File: src/rtl/selector_recuadros_if.sv
// Handshake bundle between the UI controller and the selector_recuadros focus/colour block.
interface selector_recuadros_if;
  logic        frame_tick;
  logic        btn_next;
  logic        btn_prev;
  logic        btn_enter;
  logic        btn_exit;
  logic [1:0]  sel_box;
  logic        edit_mode;
  logic [11:0] rgb_hora;
  logic [11:0] rgb_fecha;
  logic [11:0] rgb_timer;
  logic [11:0] rgb_config;

  modport master (
    output frame_tick, btn_next, btn_prev, btn_enter, btn_exit,
    input  sel_box, edit_mode, rgb_hora, rgb_fecha, rgb_timer, rgb_config
  );

  modport slave (
    input  frame_tick, btn_next, btn_prev, btn_enter, btn_exit,
    output sel_box, edit_mode, rgb_hora, rgb_fecha, rgb_timer, rgb_config
  );
endinterface

File: src/rtl/selector_recuadros.sv
// Focus sequencer over the four screen boxes with frame-synchronous border colours.
// Optional NAV idle timeout enabled by defining SELECTOR_TIMEOUT_EN.
module selector_recuadros #(
  parameter int          BLINK_FRAMES   = 30,
  parameter int          TIMEOUT_FRAMES = 600,
  parameter logic [11:0] HILITE_RGB     = 12'hFFF,
  parameter logic [11:0] RGB_HORA       = 12'hF00,
  parameter logic [11:0] RGB_FECHA      = 12'h00F,
  parameter logic [11:0] RGB_TIMER      = 12'h4F0,
  parameter logic [11:0] RGB_CONFIG     = 12'h0FF
) (
  input  logic               clk,
  input  logic               reset,
  selector_recuadros_if.slave bus
);

  localparam logic [1:0] ST_IDLE = 2'd0;
  localparam logic [1:0] ST_NAV  = 2'd1;
  localparam logic [1:0] ST_EDIT = 2'd2;

  localparam int         BW         = (BLINK_FRAMES > 1) ? $clog2(BLINK_FRAMES) : 1;
  localparam logic [BW-1:0] BLINK_LAST = BW'(BLINK_FRAMES - 1);

  function automatic logic [11:0] default_rgb(input logic [1:0] idx);
    logic [11:0] c;
    case (idx)
      2'd0:    c = RGB_HORA;
      2'd1:    c = RGB_FECHA;
      2'd2:    c = RGB_TIMER;
      2'd3:    c = RGB_CONFIG;
      default: c = RGB_HORA;
    endcase
    return c;
  endfunction

  logic [1:0]    state_r, state_s;
  logic [1:0]    sel_r, sel_s;
  logic          edit_r;
  logic [BW-1:0] blink_cnt_r, blink_cnt_s;
  logic          phase_r, phase_s;
  logic [11:0]   rgb_r [4];
  logic [11:0]   tgt_s [4];
  logic          do_exit_s, do_enter_s, do_next_s, do_prev_s, any_btn_s;

  // Button priority decode: exit > enter > next > prev, next+prev together cancel.
  always_comb begin
    do_exit_s  = bus.btn_exit;
    do_enter_s = !bus.btn_exit && bus.btn_enter;
    do_next_s  = !bus.btn_exit && !bus.btn_enter && bus.btn_next && !bus.btn_prev;
    do_prev_s  = !bus.btn_exit && !bus.btn_enter && bus.btn_prev && !bus.btn_next;
    any_btn_s  = bus.btn_exit | bus.btn_enter | bus.btn_next | bus.btn_prev;
  end

`ifdef SELECTOR_TIMEOUT_EN
  localparam int           TW      = $clog2(TIMEOUT_FRAMES + 1);
  localparam logic [TW-1:0] TO_LAST = TW'(TIMEOUT_FRAMES - 1);
  logic [TW-1:0] to_cnt_r, to_cnt_s;
  logic          to_hit_s;

  // NAV idle counter: any button pulse (even an ignored one) restarts it.
  always_comb begin
    to_hit_s = 1'b0;
    if (state_r != ST_NAV || any_btn_s) begin
      to_cnt_s = '0;
    end else if (bus.frame_tick) begin
      to_hit_s = (to_cnt_r == TO_LAST);
      to_cnt_s = to_hit_s ? '0 : to_cnt_r + TW'(1);
    end else begin
      to_cnt_s = to_cnt_r;
    end
  end

  // Idle counter register.
  always_ff @(posedge clk or posedge reset) begin
    if (reset) to_cnt_r <= '0;
    else       to_cnt_r <= to_cnt_s;
  end
`endif

  // Next-state, focus and blink logic.
  always_comb begin
    state_s     = state_r;
    sel_s       = sel_r;
    blink_cnt_s = blink_cnt_r;
    phase_s     = phase_r;
    case (state_r)
      ST_IDLE: begin
        if (do_enter_s || do_next_s || do_prev_s) state_s = ST_NAV;
        else                                       state_s = ST_IDLE;
      end
      ST_NAV: begin
        if (do_exit_s) begin
          state_s = ST_IDLE;
        end else if (do_enter_s) begin
          state_s     = ST_EDIT;
          blink_cnt_s = '0;
          phase_s     = 1'b1;
        end else if (do_next_s) begin
          sel_s = sel_r + 2'd1;
        end else if (do_prev_s) begin
          sel_s = sel_r - 2'd1;
        end else begin
`ifdef SELECTOR_TIMEOUT_EN
          if (to_hit_s) state_s = ST_IDLE;
          else          state_s = ST_NAV;
`else
          state_s = ST_NAV;
`endif
        end
      end
      ST_EDIT: begin
        if (do_exit_s) begin
          state_s     = ST_NAV;
          blink_cnt_s = '0;
          phase_s     = 1'b1;
        end else if (bus.frame_tick) begin
          if (blink_cnt_r == BLINK_LAST) begin
            blink_cnt_s = '0;
            phase_s     = ~phase_r;
          end else begin
            blink_cnt_s = blink_cnt_r + BW'(1);
          end
        end else begin
          blink_cnt_s = blink_cnt_r;
        end
      end
      default: begin
        state_s     = ST_IDLE;
        blink_cnt_s = '0;
        phase_s     = 1'b1;
      end
    endcase
  end

  // Colour target from the current (pre-button) state.
  always_comb begin
    for (int i = 0; i < 4; i++) begin
      if ((sel_r == 2'(i)) &&
          ((state_r == ST_NAV) || ((state_r == ST_EDIT) && phase_r)))
        tgt_s[i] = HILITE_RGB;
      else
        tgt_s[i] = default_rgb(2'(i));
    end
  end

  // Control state registers.
  always_ff @(posedge clk or posedge reset) begin
    if (reset) begin
      state_r     <= ST_IDLE;
      sel_r       <= 2'd0;
      edit_r      <= 1'b0;
      blink_cnt_r <= '0;
      phase_r     <= 1'b1;
    end else begin
      state_r     <= state_s;
      sel_r       <= sel_s;
      edit_r      <= (state_s == ST_EDIT);
      blink_cnt_r <= blink_cnt_s;
      phase_r     <= phase_s;
    end
  end

  // Colours only move in vertical blank so a frame never tears.
  always_ff @(posedge clk or posedge reset) begin
    if (reset) begin
      for (int i = 0; i < 4; i++) rgb_r[i] <= default_rgb(2'(i));
    end else if (bus.frame_tick) begin
      for (int i = 0; i < 4; i++) rgb_r[i] <= tgt_s[i];
    end
  end

  assign bus.sel_box    = sel_r;
  assign bus.edit_mode  = edit_r;
  assign bus.rgb_hora   = rgb_r[0];
  assign bus.rgb_fecha  = rgb_r[1];
  assign bus.rgb_timer  = rgb_r[2];
  assign bus.rgb_config = rgb_r[3];

endmodule
File: src/flat_wrapper.sv
// flat-port wrapper written by rule: the top's interface ports become plain ports
module selector_recuadros_flat 
#(
  parameter int          BLINK_FRAMES   = 30,
  parameter int          TIMEOUT_FRAMES = 600,
  parameter logic [11:0] HILITE_RGB     = 12'hFFF,
  parameter logic [11:0] RGB_HORA       = 12'hF00,
  parameter logic [11:0] RGB_FECHA      = 12'h00F,
  parameter logic [11:0] RGB_TIMER      = 12'h4F0,
  parameter logic [11:0] RGB_CONFIG     = 12'h0FF
)
  (clk, reset, bus_frame_tick, bus_btn_next, bus_btn_prev, bus_btn_enter, bus_btn_exit, bus_sel_box, bus_edit_mode, bus_rgb_hora, bus_rgb_fecha, bus_rgb_timer, bus_rgb_config);
  selector_recuadros_if bus_i ();
  input  logic clk;
  input  logic reset;
  input wire logic [$bits(bus_i.frame_tick)-1:0] bus_frame_tick;
  input wire logic [$bits(bus_i.btn_next)-1:0] bus_btn_next;
  input wire logic [$bits(bus_i.btn_prev)-1:0] bus_btn_prev;
  input wire logic [$bits(bus_i.btn_enter)-1:0] bus_btn_enter;
  input wire logic [$bits(bus_i.btn_exit)-1:0] bus_btn_exit;
  output wire logic [$bits(bus_i.sel_box)-1:0] bus_sel_box;
  output wire logic [$bits(bus_i.edit_mode)-1:0] bus_edit_mode;
  output wire logic [$bits(bus_i.rgb_hora)-1:0] bus_rgb_hora;
  output wire logic [$bits(bus_i.rgb_fecha)-1:0] bus_rgb_fecha;
  output wire logic [$bits(bus_i.rgb_timer)-1:0] bus_rgb_timer;
  output wire logic [$bits(bus_i.rgb_config)-1:0] bus_rgb_config;
  assign bus_i.frame_tick = bus_frame_tick;
  assign bus_i.btn_next = bus_btn_next;
  assign bus_i.btn_prev = bus_btn_prev;
  assign bus_i.btn_enter = bus_btn_enter;
  assign bus_i.btn_exit = bus_btn_exit;
  assign bus_sel_box = bus_i.sel_box;
  assign bus_edit_mode = bus_i.edit_mode;
  assign bus_rgb_hora = bus_i.rgb_hora;
  assign bus_rgb_fecha = bus_i.rgb_fecha;
  assign bus_rgb_timer = bus_i.rgb_timer;
  assign bus_rgb_config = bus_i.rgb_config;
  selector_recuadros #(.BLINK_FRAMES(BLINK_FRAMES), .TIMEOUT_FRAMES(TIMEOUT_FRAMES), .HILITE_RGB(HILITE_RGB), .RGB_HORA(RGB_HORA), .RGB_FECHA(RGB_FECHA), .RGB_TIMER(RGB_TIMER), .RGB_CONFIG(RGB_CONFIG)) u_core (.clk(clk), .reset(reset), .bus(bus_i));
endmodule
File: config.mk
export PLATFORM = sky130hd
export DESIGN_NAME = selector_recuadros_flat
export DESIGN_NICKNAME = d
export VERILOG_FILES = /design/src/rtl/selector_recuadros_if.sv /design/src/rtl/selector_recuadros.sv /design/src/flat_wrapper.sv
export SDC_FILE = /design/constraint.sdc
export NUM_CORES = 1
export LEC_CHECK = 0
export CORE_ASPECT_RATIO = 0.5
export CORE_UTILIZATION = 36
export DETAILED_ROUTE_END_ITERATION = 10
export MAX_ROUTING_LAYER = met4
export PLACE_DENSITY = 0.76
export REMOVE_ABC_BUFFERS = 1
export SLEW_MARGIN = 10
export SYNTH_ARGS = -nofsm -noshare
export SYNTH_HDL_FRONTEND = slang
export SYNTH_SLANG_ARGS = --single-unit
File: constraint.sdc
create_clock -name clk -period 1.3 [get_ports clk]
set_input_delay 0.195 -clock clk [delete_from_list [all_inputs] [get_ports clk]]
set_output_delay 0.195 -clock clk [all_outputs]
set_load 0.05 [all_outputs]
Yosys cells after proc, flatten, opt, wreduce, memory -nomap -nowiden. Index checks and enable logic that the tools add are counted.

Register bits after elaboration: 59. Input port bits: 7. Output and inout bits: 51.

$add $sub $neg: 3. Bitwise logic cells: 4. Reductions and logical operators: 24. Muxes and demuxes: 25. Equal/unequal tests: 11.

Operators with widths (count): $mux 12 (3); $mux 5 (5); $pmux 5 s3 (1); $mux 2 (7); $logic_and 1x1->1 (11); $eq 2x2->1 const B (4); $mux 8 (1); $reduce_and 4->1 (2); $mux 1 (6); $pmux 2 s3 (1); $add 5x1->5 const B (1); $eq 5x5->1 const B (1); $reduce_and 5->1 (1); $eq 2x1->1 const B (2); $logic_not 1->1 (4); $logic_not 2->1 (2); $not 1->1 (4); $logic_or 1x1->1 (3); $ne 3x2->1 const B (1); $ne 3x3->1 const B (1); $pmux 1 s3 (1); $add 2x1->2 const B (1); $ne 2x1->1 const B (1); $ne 2x2->1 const B (1); 2 further kinds (2).

Longest topological paths before layout.
Word-level depth: 10. Gate-level depth with buffers: 6. Depth with buffers taken out: 6.

Worst setup path before layout. OpenSTA, ideal clock, no wires.

Kind: flip-flop to flip-flop. Start point: register u_core.sel_r[0], in the netlist u_core.bus.sel_box[0]. End point: register u_core.sel_r[1], in the netlist u_core.bus.sel_box[1]. Slack: -86 ps. Data arrival time: 1262 ps. Path buffers: 0. Cell stages (with the launch flop): 5. Data required time: 1176 ps. Path through: dfrtp_1 inv_1 ha_1 o22ai_1 a21oi_1.

Word-level cells in the longest chain between the ends: 3. Elaborated cells on any way between the ends: 4.

RTL lines: from (decl) (line selector_recuadros.sv:37) `logic [1:0] sel_r, sel_s;`; from (signal assigned) (line selector_recuadros.sv:156) `sel_r <= sel_s;`; $sub 2x1->2 (line selector_recuadros.sv:101) `sel_s = sel_r - 2'd1;`; $mux 2 (line selector_recuadros.sv:100) `end else if (do_prev_s) begin`; $mux 2 * (line selector_recuadros.sv:98) `end else if (do_next_s) begin`.

Mark *: on every way between the ends. The rest lies on a longest branch, timed or not. The select of a mux whose other input is x is not followed. A chain may end at the register's enable or synchronous reset.

Worst setup path after layout.
Start point: register u_core.state_r[0]. End point: register u_core.blink_cnt_r[2].

Word-level cells in the longest chain between the ends: 3. Elaborated cells on any way between the ends: 9.

RTL lines: from (decl) (line selector_recuadros.sv:36) `logic [1:0] state_r, state_s;`; from (signal assigned) (line selector_recuadros.sv:155) `state_r <= state_s;`; $eq 2x2->1, or another cell as far along (line selector_recuadros.sv:86) `case (state_r)`; $ne 3x3->1 (no source line), or another cell as far along; $reduce_and 4->1 (no source line); to (signal assigned) (line selector_recuadros.sv:158) `blink_cnt_r <= blink_cnt_s;`; to (decl) (line selector_recuadros.sv:39) `logic [BW-1:0] blink_cnt_r, blink_cnt_s;`.

Parallel ways exist; a longest one is shown, timed or not.

==> impl_metrics.toml <==
[yosys]
yosys_warnings = 0
synthFlopType = "dfrtp_1"
synth_seq_cells = 15
avgSynthCellArea_um2 = 8.68
yosysSeqAreaShare = 0.324
async_flop_share = 1.00
syn-cell-area_um2 = 1160
yosys.cell_types.count = 28
synth_edf_count = 0
synthCells = 134

[setup_path]
slowest_stage = "dfrtp_1"
max_stage_delay_ps = 470
critPathMaxFanout = 7
crit_buf_inv = 1
critical_path.top_delay_family = "flip-flops"
path_cells = "nor3b_2 -> buf_4 -> nand2_2 -> a2bb2oi_1 -> o21ai_1"
arrival_ps = 1610
crit_required_ps = 1460
endpoint_kind = "flop"
startpoint_type = "flop"
critPathKind = "flop to flop"
reg2reg_setup_slack_ps = -160

[sta]
rsz0062_at_grt = "true"
period_share = 1.12
final.setup_skew_ps = 3.55
fmax_mhz = 687
slew_violations = 0
setup_viol = 6
hold_viol = 0
whs_ps = 246
tns_ps = -594
min_period_ps = 1460
finalWorstSetupSlack_ps = -156

[floorplanning]
ios = 58
coreArea_um2 = 3030
fp-row-count = 14
fp.dieArea_um2 = 3480
start_util = 0.384
dieWidth_um = 82.4
chipHeight_um = 42.2

[clock_network]
cts_num_sinks = 15
insertion_delay_ps = 250
cts.htree.levels = 1
cts_tree = "built"
clkTransAtPathRegs_ps = 70
clockRootBuffer = "clkbuf_8"
postCtsHoldBufs = 0
cts_made_buffers = 3
clockBufferDepth = 2

[power_and_ir_drop]
power_density_nw_per_um2 = 1590
peakVddDrop_v = 0.000996
total_power_mw = 2.98
p_leak_nw = 0.869

[status]
status = "finished with violations"
violations = "setup timing"

[hold_path]
min_path_type = "primary input to async pin"

[final_layout]
fin_cells = 208
synthToLayoutAreaGrowth_pct = 61.3
layout-drive-gt1-share = 0.417
final_area_um2 = 1880
final_nets = 182
diodes = 0

[placed_design]
dpl.hpwl_um = 2160
port_buffers = 36
gp_congestion = 0.939
dp.cells = 203
placed_area_um2 = 1750

[detailed_routing]
vias = 978
drtPass1Iterations = 4
viasPerCell = 4.70
drc = 0
postRouteAntennaNets = 0
detail_route.wl_per_cell_um = 15.0
routed_wl_um = 3120
drt_iter0_drc = 83

[global_routing]
antenna_found_initial = 0
gr-total-overflow = 0
grt_pass1_vias = 965
grt_max_degree = 16
grt_pass1_wl_um = 4630
grt_usage = 0.187

[run]
maxCapViolations = 0
[synth_stat cells, types with 3 or more instances]
master,instances,share of area
nor2b_1,5,0.027
nand2_1,9,0.029
nand4_1,3,0.016
nand3_1,5,0.022
nor2_1,4,0.013
ha_1,6,0.065
inv_1,10,0.032
o21ai_1,4,0.017
a21oi_1,4,0.017
o22ai_1,5,0.027
dfrtp_1,14,0.30
buf_4,44,0.28
o31ai_1,3,0.019
[stage by stage]
step	setup WS, ps	utilization
2_1_floorplan	-1800	-
3_3_place_gp	-293	0.578
3_5_place_dp	-333	0.578
4_1_cts	-62.9	0.603
5_1_grt	-222	0.619
6_report	-156	0.619
[report_power, final]
part | leakage, nW | switching, mW | internal (mW)
sequential | 0.198 | 0.0551 | 0.523
combinational | 0.645 | 1.16 | 0.846
clock | 0.0255 | 0.178 | 0.213
[timing repair]
item | in CTS | in global routing
setup endpoints to repair | 9 | 8
pin swaps | 3 | 5
gates resized for setup | 8 | 10
buffers inserted | 0 | 1
[cell families after synthesis]
group | synth area share
AOI/OAI and AO/OA | 0.131
xor gates and xnor gates | 0.00753
adders and majority gates | 0.0645
buffers and inverters | 0.319
DFF | 0.324
other | 0.00322
and+or+nand+nor | 0.151
[metal layers]
metal,share of wire,global-route usage,wire length (µm),vias up
li1,-,-,-,452
met1,0.37,0.202,1170,470
met2,0.56,0.340,1740,49
met3,0.045,0.0435,139,7
met4,0.023,0.0526,73,0
met5,0,-,0,-
[placed cells by master (no fill, tap or decap), types with 2 or more instances in the layout]
cell type         n
dfrtp_1          13
nand4_1           3
inv_1            10
nor2b_1           5
nand2_1           8
conb_1           21
a2bb2oi_1         2
a21oi_1           3
o21ai_1           4
clkbuf_8          3
nand3_1           4
buf_12           30
nor2_1            4
ha_1              5
buf_4            19
a211oi_2          2
o22ai_1           5
clkdlybuf4s50_1   4
[worst reg2reg max path: cells and delay by family (launching register included)]
family,cells,cell delay [ps]
flip-flops,1,470
AND/OR/NAND/NOR,2,360
AO/OA/AOI/OAI,2,350
buffers and inverters,1,190
[path summary, 6_finish.rpt]
check	from	to	cells after the start
max	u_core.state_r[0]$_DFF_PP0_	u_core.blink_cnt_r[2]$_DFFE_PP0P_	5
max reg2reg	u_core.state_r[0]$_DFF_PP0_	u_core.blink_cnt_r[2]$_DFFE_PP0P_	5
min	reset	u_core.bus.sel_box[0]$_DFFE_PP0P_	3
min reg2reg	u_core.phase_r$_DFFE_PP1P_	u_core.phase_r$_DFFE_PP1P_	2
max in group asynchronous	reset	u_core.phase_r$_DFFE_PP1P_	3
min in group clk	bus_btn_exit	u_core.state_r[1]$_DFF_PP0_	3
[flip-flops by register name (all words and copies together), names as in the netlist]
signal / cells
u_core.blink_cnt_r: 5
u_core.bus.sel_box: 2
u_core.state_r: 2
u_core.bus.edit_mode: 1
u_core.bus.rgb_config: 1
u_core.bus.rgb_fecha: 1
u_core.bus.rgb_hora: 1
u_core.bus.rgb_timer: 1
u_core.phase_r: 1
[cell type report]
type | count | area [µm²]
fill | 207 | 1150
sequential | 15 | 378
timing repair buffer | 55 | 805
clock buffer | 3 | 41.3
multi-input combinational | 84 | 561
clock inverter | 1 | 5.00
inverter | 10 | 37.5
tap | 40 | 50.0
No activity file was read; power rests on OpenSTA's default activity.
